===== config.mk =====
export PLATFORM = sky130hd
export DESIGN_NAME = branch_ctrl
export DESIGN_NICKNAME = d
export VERILOG_FILES = /design/src/rtl/branch_ctrl.sv
export SDC_FILE = /design/constraint.sdc
export NUM_CORES = 1
export LEC_CHECK = 0
export BUFFER_PORTS_ARGS = -buffer_cell sky130_fd_sc_hd__buf_2
export CORE_MARGIN = 2
export CORE_UTILIZATION = 50
export DETAILED_ROUTE_END_ITERATION = 7
export PLACE_DENSITY = 0.81
export RECOVER_POWER = 25
export SYNTH_ARGS = -nofsm -noshare
export SYNTH_HDL_FRONTEND = slang
export SYNTH_SLANG_ARGS = --single-unit

===== constraint.sdc =====
create_clock -name clk -period 3.3 [get_ports clk]
set_input_delay 0.825 -clock clk [delete_from_list [all_inputs] [get_ports clk]]
set_output_delay 0.825 -clock clk [all_outputs]
set_load 0.03 [all_outputs]

===== src/rtl/branch_ctrl.sv =====
// Branch/condition controller: captures compare result codes, resolves
// conditional branches against a programmed mask and drives the fetch PC.
`ifndef DATA_WIDTH
`define DATA_WIDTH 8
`endif
`ifndef PORT_BRANCH_TARGET
`define PORT_BRANCH_TARGET 8'h30
`endif
`ifndef PORT_BRANCH_COND
`define PORT_BRANCH_COND 8'h31
`endif
`ifndef PORT_BRANCH_STATUS
`define PORT_BRANCH_STATUS 8'h32
`endif

module branch_ctrl #(
  parameter int DATA_WIDTH   = `DATA_WIDTH,
  parameter int PC_WIDTH     = 8,
  parameter int FLUSH_CYCLES = 2
) (
  input  logic                  clk,
  input  logic                  rst,
  input  logic [DATA_WIDTH-1:0] i_data,
  input  logic [DATA_WIDTH-1:0] i_port,
  input  logic [DATA_WIDTH-1:0] i_cmp_result,
  input  logic                  i_stall,
  output logic [PC_WIDTH-1:0]   o_pc,
  output logic                  o_taken,
  output logic                  o_flush,
  output logic [DATA_WIDTH-1:0] o_data
);

  typedef enum logic [1:0] {
    IDLE  = 2'd0,
    EVAL  = 2'd1,
    FLUSH = 2'd2
  } state_t;

  state_t              state, state_nx;
  logic [3:0]          flush_cnt, flush_cnt_nx;
  logic [2:0]          flags;
  logic [3:0]          mask;
  logic [PC_WIDTH-1:0] target;
  logic [PC_WIDTH-1:0] pc;

  logic port_tgt, port_cond, port_stat;
  logic taken, cond_accept, load_pc;

  always_comb begin
    port_tgt  = (i_port == DATA_WIDTH'(`PORT_BRANCH_TARGET));
    port_cond = (i_port == DATA_WIDTH'(`PORT_BRANCH_COND));
    port_stat = (i_port == DATA_WIDTH'(`PORT_BRANCH_STATUS));
  end

  // mask bit3 forces the branch; low bits select which flags qualify
  always_comb begin
    taken = mask[3] | (|(mask[2:0] & flags));
  end

  always_comb begin
    state_nx     = state;
    flush_cnt_nx = flush_cnt;
    cond_accept  = 1'b0;
    load_pc      = 1'b0;
    case (state)
      IDLE: begin
        if (port_cond) begin
          cond_accept = 1'b1;
          state_nx    = EVAL;
        end
      end
      EVAL: begin
        if (taken) begin
          load_pc      = 1'b1;
          flush_cnt_nx = 4'(FLUSH_CYCLES);
          state_nx     = FLUSH;
        end else begin
          state_nx = IDLE;
        end
      end
      FLUSH: begin
        flush_cnt_nx = flush_cnt - 4'd1;
        if (flush_cnt <= 4'd1) begin
          state_nx = IDLE;
        end
      end
      default: begin
        state_nx     = IDLE;
        flush_cnt_nx = '0;
      end
    endcase
  end

  always_ff @(posedge clk or posedge rst) begin
    if (rst) begin
      state     <= IDLE;
      flush_cnt <= '0;
    end else begin
      state     <= state_nx;
      flush_cnt <= flush_cnt_nx;
    end
  end

  always_ff @(posedge clk or posedge rst) begin
    if (rst) begin
      flags <= '0;
    end else begin
      if (i_cmp_result == DATA_WIDTH'(1)) begin
        flags <= 3'b001;
      end else if (i_cmp_result == DATA_WIDTH'(2)) begin
        flags <= 3'b010;
      end else if (i_cmp_result == DATA_WIDTH'(3)) begin
        flags <= 3'b100;
      end
    end
  end

  always_ff @(posedge clk or posedge rst) begin
    if (rst) begin
      target <= '0;
      mask   <= '0;
    end else begin
      if (port_tgt) begin
        target <= i_data[PC_WIDTH-1:0];
      end
      if (cond_accept) begin
        mask <= i_data[3:0];
      end
    end
  end

  // Taken load wins over stall; otherwise the PC free-runs and wraps
  always_ff @(posedge clk or posedge rst) begin
    if (rst) begin
      pc <= '0;
    end else if (load_pc) begin
      pc <= target;
    end else if (!i_stall) begin
      pc <= pc + 1'b1;
    end
  end

  always_ff @(posedge clk or posedge rst) begin
    if (rst) begin
      o_taken <= 1'b0;
      o_data  <= '0;
    end else begin
      o_taken <= load_pc;
      o_data  <= port_stat ? DATA_WIDTH'({state, flags}) : '0;
    end
  end

  assign o_pc    = pc;
  assign o_flush = (state == FLUSH);

endmodule


==> run_results.csv, run 1 <==
group,metric,value,unit
global_route,antenna_found_initial,0,
clock_network,ctsResizeCount,0,
clock_network,cts_tree,"built",
setup_path,cp.depth,3,
route,via_per_inst,5.01,
floorplan,num_io_pins,45,
place,port_buffers,41,
synth,yosysSeqAreaShare,0.529,
route,wl,2860,um
setup_path,cp-start-kind,"flip-flop",
sta,min_period,2.16,ns
clock_network,clockBufferDepth,2,
synth,async_flop_share,1.00,
synth,synth-edff-count,0,
synth,synthTopCellsByCount,"35 x dfrtp_1, 21 x mux2_2, 11 x inv_1",
global_route,grt_pass1_wl,4750,um
clock_network,ctsHoldBuffers,0,
floorplan,dieArea,3790,um^2
setup_path,cpLargestDelayFamily,"flip-flops",
sta,period_share,0.654,
route,drc,0,
sta,skew,0.00822,ns
sta,relSlewSlack,-0.198,
job,maxCapViolations,1,
sta,setup_ws,1.14,ns
power,intPower,868,uW
floorplan,die_w,61.5,um
setup_path,r2r_cells,5,
floorplan,die_h,61.5,um
floorplan,rows,20,
place,dp_hpwl,2210,um
power,seqPwrFrac,0.450,
place,place.gp.congestion,0.745,
clock_network,clock-root-buffer,"clkbuf_4",
worst_hold_path,hp-class,"flip-flop to flip-flop",
setup_path,crit_path_max_incr_delay,0.42,ns
synth,ys_warn_count,0,
route,num_vias,1148,
power,clkPwrFrac,0.247,
power,max-vdd-ir-drop,0.000336,V
sta,hold_viol,0,
setup_path,crit_arrival,1.33,ns
setup_path,crit_chain,"inv_1 -> ha_1 -> buf_2",
clock_network,cts_setup_buffers,0,
layout,diodes,0,
power,combPwrFrac,0.302,
route,ant_nets,0,
synth,syn_area,1660,um^2
setup_path,cp-end-kind,"output port",
floorplan,initial_core_util,0.533,
synth,synth-main-ff-cell,"dfrtp_1",
sta,tns,0,ns
place,dp_slack,0.926,ns
global_route,track_usage,0.177,
sta,worstMarginPinSlew,1.80,ns
power,power.leakage,0.00105,uW
layout,fin_nets,217,
global_route,grt_max_degree,36,
route,drt_iter0_markers,48,
global_route,grt_pass1_vias,1124,
sta,fmax,464,MHz
power,power.switching,437,uW
setup_path,path_buf_inv,2,
synth,yosysMostFrequentCell,"dfrtp_1",
clock_network,h-tree-depth,2,
sta,setup_viol,0,
synth,synth.avg_cell_area,12.2,um^2
global_route,gr-total-overflow,0,
setup_path,crit_type,"flip-flop to output port",
sta,rsz0062_at_grt,"false",
status,status,"finished, violations left",
setup_path,required,2.47,ns
power,p_per_area,656,nW/um^2
sta,drv_slew,36,
synth,yosysTopAreaCellShare,0.529,
synth,synth_top_area_cell,"dfrtp_1",
clock_network,cts-buffers-inserted,5,
synth,synthTopCellsByArea,"dfrtp_1 53%, mux2_2 14%, ha_1 4.5%, xnor2_1 2.6%, inv_1 2.5%",
setup_path,crit_slowest_cell,"dfrtp_1",
power,fin_total_pwr,1310,uW
clock_network,clk_pin_slew,0.11,ns
layout,area_growth,20.3,%
setup_path,cp_max_fo,6,
power,switching_share,0.335,
synth,postSynthCellCount,136,
clock_network,insertion_delay,0.34,ns
route,wl_per_cell,12.5,um
worst_hold_path,min_path_cells,1,
floorplan,core_area,3100,um^2
status,violations,"capacitance limit, slew limit",
synth,synth.distinct_cells,36,
route,first_pass_iters,4,
synth,ys_seq_elements,35,
layout,drive_above_1_share,0.400,
clock_network,clock-sinks,35,
[layout by cell type (no fill, tap or decap), types with 2 or more instances in the layout]
cell type	Yosys	routed
xor2_1	2	2
mux2_2	21	21
conb_1	1	3
xnor2_1	5	5
inv_1	11	11
nand2_1	8	8
a22o_1	2	2
and2_1	6	6
a21oi_1	2	2
nor3_1	4	4
o21ai_0	3	3
mux2i_1	3	3
nand4b_1	2	2
dfrtp_1	35	35
ha_1	6	6
buf_2	0	41
nor2_1	3	3
clkbuf_4	0	5
[sequential cells by signal (all words and copies together), names as in the netlist]
name and count:
flags 3, flush_cnt 4, mask 4, o_data 5, o_pc 8, o_taken 1
state 2, target 8
[worst register-to-register path: cells and delay by family, from the launching register on]
kind	cells	cell delay (ns)
AOI/OAI and AO/OA	3	0.93
adders and majority gates	1	0.25
buffers and inverters	1	0.07
DFF	1	0.40
[logic make-up after synthesis]
group | Yosys count | synth area share
AOI/OAI and AO/OA | 14 | 0.0590
xor gates and xnor gates | 7 | 0.0370
adders and majority gates | 6 | 0.0454
buffers and inverters | 14 | 0.0385
DFF | 35 | 0.529
muxes | 24 | 0.161
other | 1 | 0.00227
and+or+nand+nor | 35 | 0.128
[per-stage QoR]
step | area (um^2) | utilization | std cells | hold slack [ns]
global placement | 1910 | 0.615 | 221 | 0.482
detailed placement | 1910 | 0.615 | 221 | 0.495
global route | 1990 | 0.642 | 229 | 0.538
floorplan | 1660 | - | 138 | 0.475
finish | 1990 | 0.642 | 229 | 0.515
CTS | 1990 | 0.643 | 229 | 0.521
[metal layers]
| layer | vias up | track usage | routed length [um] |
|---|---|---|---|
| met4 | 0 | 0.0638 | 38 |
| met1 | 539 | 0.211 | 1230 |
| li1 | 563 | - | - |
| met5 | - | 0 | 0 |
| met2 | 41 | 0.289 | 1380 |
| met3 | 5 | 0.0714 | 211 |
[layout make-up]
cell class | instances | area, um^2
fill | 262 | 1110
sequential | 35 | 876
multi-input combinational | 89 | 723
timing repair buffer | 42 | 209
tap | 44 | 55.1
clock buffer | 6 | 51.3
inverter | 11 | 41.3
clock inverter | 2 | 35.0
[path summary, 6_finish.rpt]
| kind | start | to | slack (ns) |
|---|---|---|---|
| setup / recovery | state[0] | o_flush | 1.14 |
| hold / removal | target[0] | o_pc[0] | 0.52 |
| setup reg to reg | state[0] | flush_cnt[2] | 1.55 |
| hold reg to reg | target[0] | o_pc[0] | 0.52 |
| max in group asynchronous | rst | flush_cnt[1] | 1.17 |
| min in group asynchronous | rst | target[7] | 1.11 |
[power groups by stage]
| stage | Sequential (uW) | Clock (uW) | Combinational (uW) |
|---|---|---|---|
| finish | 588 | 323 | 395 |
| global route | 601 | 349 | 440 |
| CTS | 587 | 328 | 399 |
| detailed placement | 596 | 0 | 398 |
| global placement | 590 | 0 | 381 |
| floorplan | 662 | 0 | 222 |
(Power assumes the default switching activity.)
==> run 2: changes to the inputs <==
--- a/config.mk
+++ b/config.mk
@@ -7,9 +7,9 @@
 export LEC_CHECK = 0
 export BUFFER_PORTS_ARGS = -buffer_cell sky130_fd_sc_hd__buf_2
 export CORE_MARGIN = 2
-export CORE_UTILIZATION = 50
+export CORE_UTILIZATION = 46
 export DETAILED_ROUTE_END_ITERATION = 7
-export PLACE_DENSITY = 0.81
+export PLACE_DENSITY = 0.78
 export RECOVER_POWER = 25
 export SYNTH_ARGS = -nofsm -noshare
 export SYNTH_HDL_FRONTEND = slang
==> constraint.sdc (replaced) <==
create_clock -name clk -period 1.8 [get_ports clk]
set_input_delay 0.45 -clock clk [delete_from_list [all_inputs] [get_ports clk]]
set_output_delay 0.45 -clock clk [all_outputs]
set_load 0.03 [all_outputs]
==> run 2 against run 1 <==
The flow now finishes without violations. Utilization is 5.1 points lower. Final cell count increased by 2.6%. Critical path type unchanged. Critical path depth unchanged. Total power up 71%. Register-to-register slack worse by 1.3 ns. Design area grew 0.63%. Sequential power increased by 85%. Worst hold slack got worse by 0.19 ns. Global-route usage decreased by 0.17 points. Sequential share of layout area decreased by 0.27 points.
==> run_results.csv, run 2 (same netlist as run 1, synthesis figures left out) <==
group,metric,value,unit
status,status,"completed",
worst_hold_path,hp-class,"primary input to flip-flop",
floorplan,die_w,64.0,um
sta,hold_viol,0,
clock_network,cts_tree,"built",
route,first_pass_iters,4,
layout,area_growth,21.0,%
route,num_vias,1208,
route,ant_nets,0,
layout,fin_util,0.591,
layout,final_common_cell,"buf_2",
route,wl,3190,um
place,dp_slack,-0.165,ns
route,drt_iter0_markers,24,
setup_path,crit_arrival,1.29,ns
place,place.gp.congestion,0.718,
floorplan,initial_core_util,0.488,
global_route,grt_max_degree,36,
route,via_per_inst,5.14,
clock_network,clk_pin_slew,0.10,ns
sta,whs,0.328,ns
clock_network,cts-buffers-inserted,5,
setup_path,r2r_slack,0.21,ns
clock_network,clock-sinks,35,
setup_path,crit_path_max_incr_delay,0.43,ns
sta,drv_slew,0,
layout,diodes,0,
place,dp_hpwl,2410,um
floorplan,core_area,3390,um^2
power,max-vdd-ir-drop,0.000447,V
route,wl_per_cell,13.6,um
setup_path,path_buf_inv,2,
setup_path,crit_type,"flip-flop to output port",
sta,rsz0062_at_grt,"false",
sta,setup_viol,0,
sta,skew,0.00509,ns
sta,min_period,1.74,ns
layout,fillers,282,
global_route,track_usage,0.175,
global_route,gr-total-overflow,0,
clock_network,ctsResizeCount,0,
setup_path,cp-start-kind,"flip-flop",
layout,drive_above_1_share,0.413,
floorplan,rows,21,
floorplan,num_io_pins,45,
power,power.leakage,0.00106,uW
clock_network,clock-root-buffer,"clkbuf_4",
floorplan,die_h,64.0,um
clock_network,insertion_delay,0.33,ns
global_route,grt_pass1_vias,1250,
sta,period_share,0.967,
sta,relSlewSlack,0.446,
clock_network,cts_setup_buffers,0,
setup_path,cp_max_fo,6,
layout,final_cell_mix,"40 x buf_2, 35 x dfrtp_1, 21 x mux2_2",
sta,fmax,575,MHz
sta,worstMarginPinSlew,0.831,ns
sta,tns,0,ns
sta,setup_ws,0.0597,ns
setup_path,crit_chain,"inv_1 -> ha_4 -> clkbuf_4",
global_route,antenna_found_initial,0,
setup_path,required,1.35,ns
setup_path,cp-end-kind,"output port",
route,drc,0,
clock_network,ctsHoldBuffers,0,
power,p_per_area,1110,nW/um^2
layout,fin_nets,221,
clock_network,h-tree-depth,2,
job,maxCapViolations,0,
clock_network,clockBufferDepth,2,
setup_path,crit_slowest_cell,"dfrtp_1",
global_route,grt_pass1_wl,5440,um
place,port_buffers,41,
setup_path,cpLargestDelayFamily,"flip-flops",
floorplan,dieArea,4090,um^2
[run 2: worst reg2reg max path: stages, from the launching register on]
cell     delay, ns
dfrtp_1       0.43
inv_1         0.10
ha_1          0.22
nand2_1       0.35
mux2_2        0.39
[run 2: routing by layer]
layer,vias to the layer above,global-route usage,part of all wire
met5,-,0,0
met4,0,0.0897,0.020
li1,571,-,-
met2,36,0.311,0.53
met3,6,0.0387,0.052
met1,595,0.195,0.39
[run 2: metrics by stage]
stage	total power (uW)	area, um^2	cells
2_1_floorplan	1620	1660	138
3_3_place_gp	1790	1940	227
3_5_place_dp	1850	1940	227
4_1_cts	2250	1990	235
5_1_grt	2370	2000	235
6_report	2230	2000	235
[run 2: cell type report]
class	instances	area (um^2)	share of cell area
timing repair buffer	46	243	0.121
sequential	35	876	0.437
inverter	11	41.3	0.0206
tap	46	57.6	0.0287
clock buffer	7	45.0	0.0225
clock inverter	1	5.00	0.00250
multi-input combinational	89	736	0.367
[run 2: final timing paths]
path / endpoint / startpoint / depth (start not counted)
min in group asynchronous: o_data[3] / rst / 3
max in group asynchronous: o_pc[6] / rst / 3
hold / removal: flags[0] / i_cmp_result[1] / 2
hold reg to reg: o_pc[7] / target[7] / 1
setup reg to reg: o_pc[4] / state[1] / 4
setup / recovery: o_flush / state[0] / 3
[run 2: power by group]
part	internal, uW	switching (uW)
registers	939	152
clock network	152	243
logic	333	414
total	1420	809
==> run 3: changes to the inputs <==
--- a/config.mk
+++ b/config.mk
@@ -9,7 +9,7 @@
 export CORE_MARGIN = 2
 export CORE_UTILIZATION = 46
 export DETAILED_ROUTE_END_ITERATION = 7
-export PLACE_DENSITY = 0.78
+export PLACE_DENSITY = 0.74
 export RECOVER_POWER = 25
 export SYNTH_ARGS = -nofsm -noshare
 export SYNTH_HDL_FRONTEND = slang
==> run 3 against run 2 <==
Register-to-register slack gained 0.02 ns. Largest power group unchanged. Routed wire length decreased by 6.0%. Highest routed layer unchanged. Final cell count did not move. Global-route usage about the same. Design area up 0.94%. Worst hold slack got worse by 0.010 ns. Utilization up 0.55 points. Largest cell class unchanged. Combinational power shrank 1%. Clock power up 19%.
==> run_results.csv, run 3 (same netlist as run 1, synthesis figures left out) <==
group,metric,value,unit
route,wl_met2,1550,um
setup_path,r2r_slack,0.23,ns
route,met3RoutedLength,204,um
clock_network,cts_tree,"built",
global_route,grt_max_degree,36,
clock_network,clockBufferDepth,2,
setup_path,crit_slowest_cell,"dfrtp_1",
route,ant_nets,0,
sta,setup_ws,0.102,ns
route,top_layer,"met4",
setup_path,path_buf_inv,2,
global_route,track_usage,0.175,
setup_path,crit_type,"flip-flop to output port",
layout,diodes,0,
sta,hold_viol,0,
setup_path,crit_start,"state[0]",
setup_path,crit_chain,"inv_1 -> ha_4 -> clkbuf_4",
worst_hold_path,hp-class,"primary input to flip-flop",
route,wl,3000,um
layout,final_cell_mix,"40 x buf_2, 35 x dfrtp_1, 21 x mux2_2",
layout,final_common_cell,"buf_2",
floorplan,initial_core_util,0.488,
global_route,antenna_found_initial,0,
global_route,grt_pass1_vias,1246,
sta,fmax,589,MHz
layout,multi_input_area,736,um^2
layout,fillers,284,
clock_network,clock-sinks,35,
sta,setup_viol,0,
route,first_pass_iters,4,
floorplan,num_io_pins,45,
layout,fin_nets,221,
job,maxCapViolations,0,
place,dp_slack,-0.135,ns
setup_path,cp-start-kind,"flip-flop",
setup_path,crit_path_max_incr_delay,0.41,ns
route,wl_met1,1190,um
layout,design_area,2020,um^2
setup_path,cp_max_fo,6,
clock_network,clk_pin_slew,0.10,ns
setup_path,cp-end-kind,"output port",
route,num_vias,1159,
setup_path,cpLargestDelayFamily,"flip-flops",
sta,rsz0062_at_grt,"false",
floorplan,die_w,64.0,um
sta,tns,0,ns
place,place.gp.congestion,0.739,
setup_path,r2r_cells,4,
setup_path,r2r-start,"state[1]",
route,wl_per_cell,12.8,um
sta,worstMarginPinSlew,0.819,ns
power,p_per_area,1130,nW/um^2
layout,drive_above_1_share,0.418,
route,drc,0,
route,drt_iter0_markers,19,
setup_path,crit_end,"o_flush",
clock_network,cts-buffers-inserted,5,
place,port_buffers,41,
setup_path,crit_arrival,1.25,ns
clock_network,cts_setup_buffers,0,
floorplan,core_area,3390,um^2
clock_network,h-tree-depth,2,
sta,drv_slew,0,
global_route,gr-total-overflow,0,
clock_network,clock-root-buffer,"clkbuf_4",
status,status,"completed",
setup_path,r2r-end,"o_pc[2]",
setup_path,cp.depth,3,
place,placed_area,1940,um^2
sta,min_period,1.70,ns
layout,ff_latch_area,876,um^2
floorplan,dieArea,4090,um^2
sta,relSlewSlack,0.454,
place,dp_hpwl,2330,um
floorplan,die_h,64.0,um
route,via_per_inst,4.93,
clock_network,ctsHoldBuffers,0,
power,max-vdd-ir-drop,0.000530,V
layout,area_growth,22.1,%
sta,period_share,0.943,
sta,skew,0.00339,ns
setup_path,required,1.35,ns
power,power.leakage,0.00106,uW
floorplan,rows,21,
clock_network,insertion_delay,0.33,ns
global_route,grt_pass1_wl,5310,um
==> run 3: changes by cell type in the layout (fill, tap and decap cells not counted) <==
cell      delta
clkbuf_8     +2
clkinv_2     -1
clkbuf_1     -1
==> run 3: what timing repair did <==
item | CTS | global route
endpoints found under the hold margin | 0 | 0
gates resized for setup | 0 | 3
setup endpoints to repair | 0 | 1
==> run 3: where the power goes <==
part           switching, uW  internal, uW
Combinational            408           332
Clock                    242           230
Sequential               143           939
Total                    793          1500
==> run 3: final cells by class <==
| class | count | area share |
|---|---|---|
| flip-flops and latches | 35 | 0.433 |
| inverters | 11 | 0.0204 |
| clock buffers | 8 | 0.0340 |
| multi-input cells | 89 | 0.364 |
| repair buffers | 46 | 0.120 |
| well taps | 46 | 0.0285 |
==> run 3: how the worst min path moves through the flow <==
stage / start / end / slack [ns] / cells past startpoint
detailed placement: target[7] / target[7] / 0.49 / 1
floorplan: target[0] / o_pc[0] / 0.47 / 1
global route: i_cmp_result[1] / flags[0] / 0.30 / 2
global placement: target[3] / o_pc[3] / 0.49 / 1
finish: i_cmp_result[1] / flags[0] / 0.32 / 2
CTS: rst / flush_cnt[3] / 0.19 / 3
==> run 3: metrics by stage <==
stage | util | power [uW] | instances | hold slack [ns]
2_1_floorplan | - | 1620 | 138 | 0.475
3_3_place_gp | 0.573 | 1790 | 227 | 0.486
3_5_place_dp | 0.573 | 1840 | 227 | 0.494
6_report | 0.597 | 2290 | 235 | 0.318
4_1_cts | 0.593 | 2320 | 235 | 0.193
5_1_grt | 0.597 | 2450 | 235 | 0.304
==> run 3: layer usage <==
layer,vias up,track usage
met4,0,0.0897
met3,6,0.0704
met1,545,0.177
met5,-,0
li1,571,-
met2,37,0.309
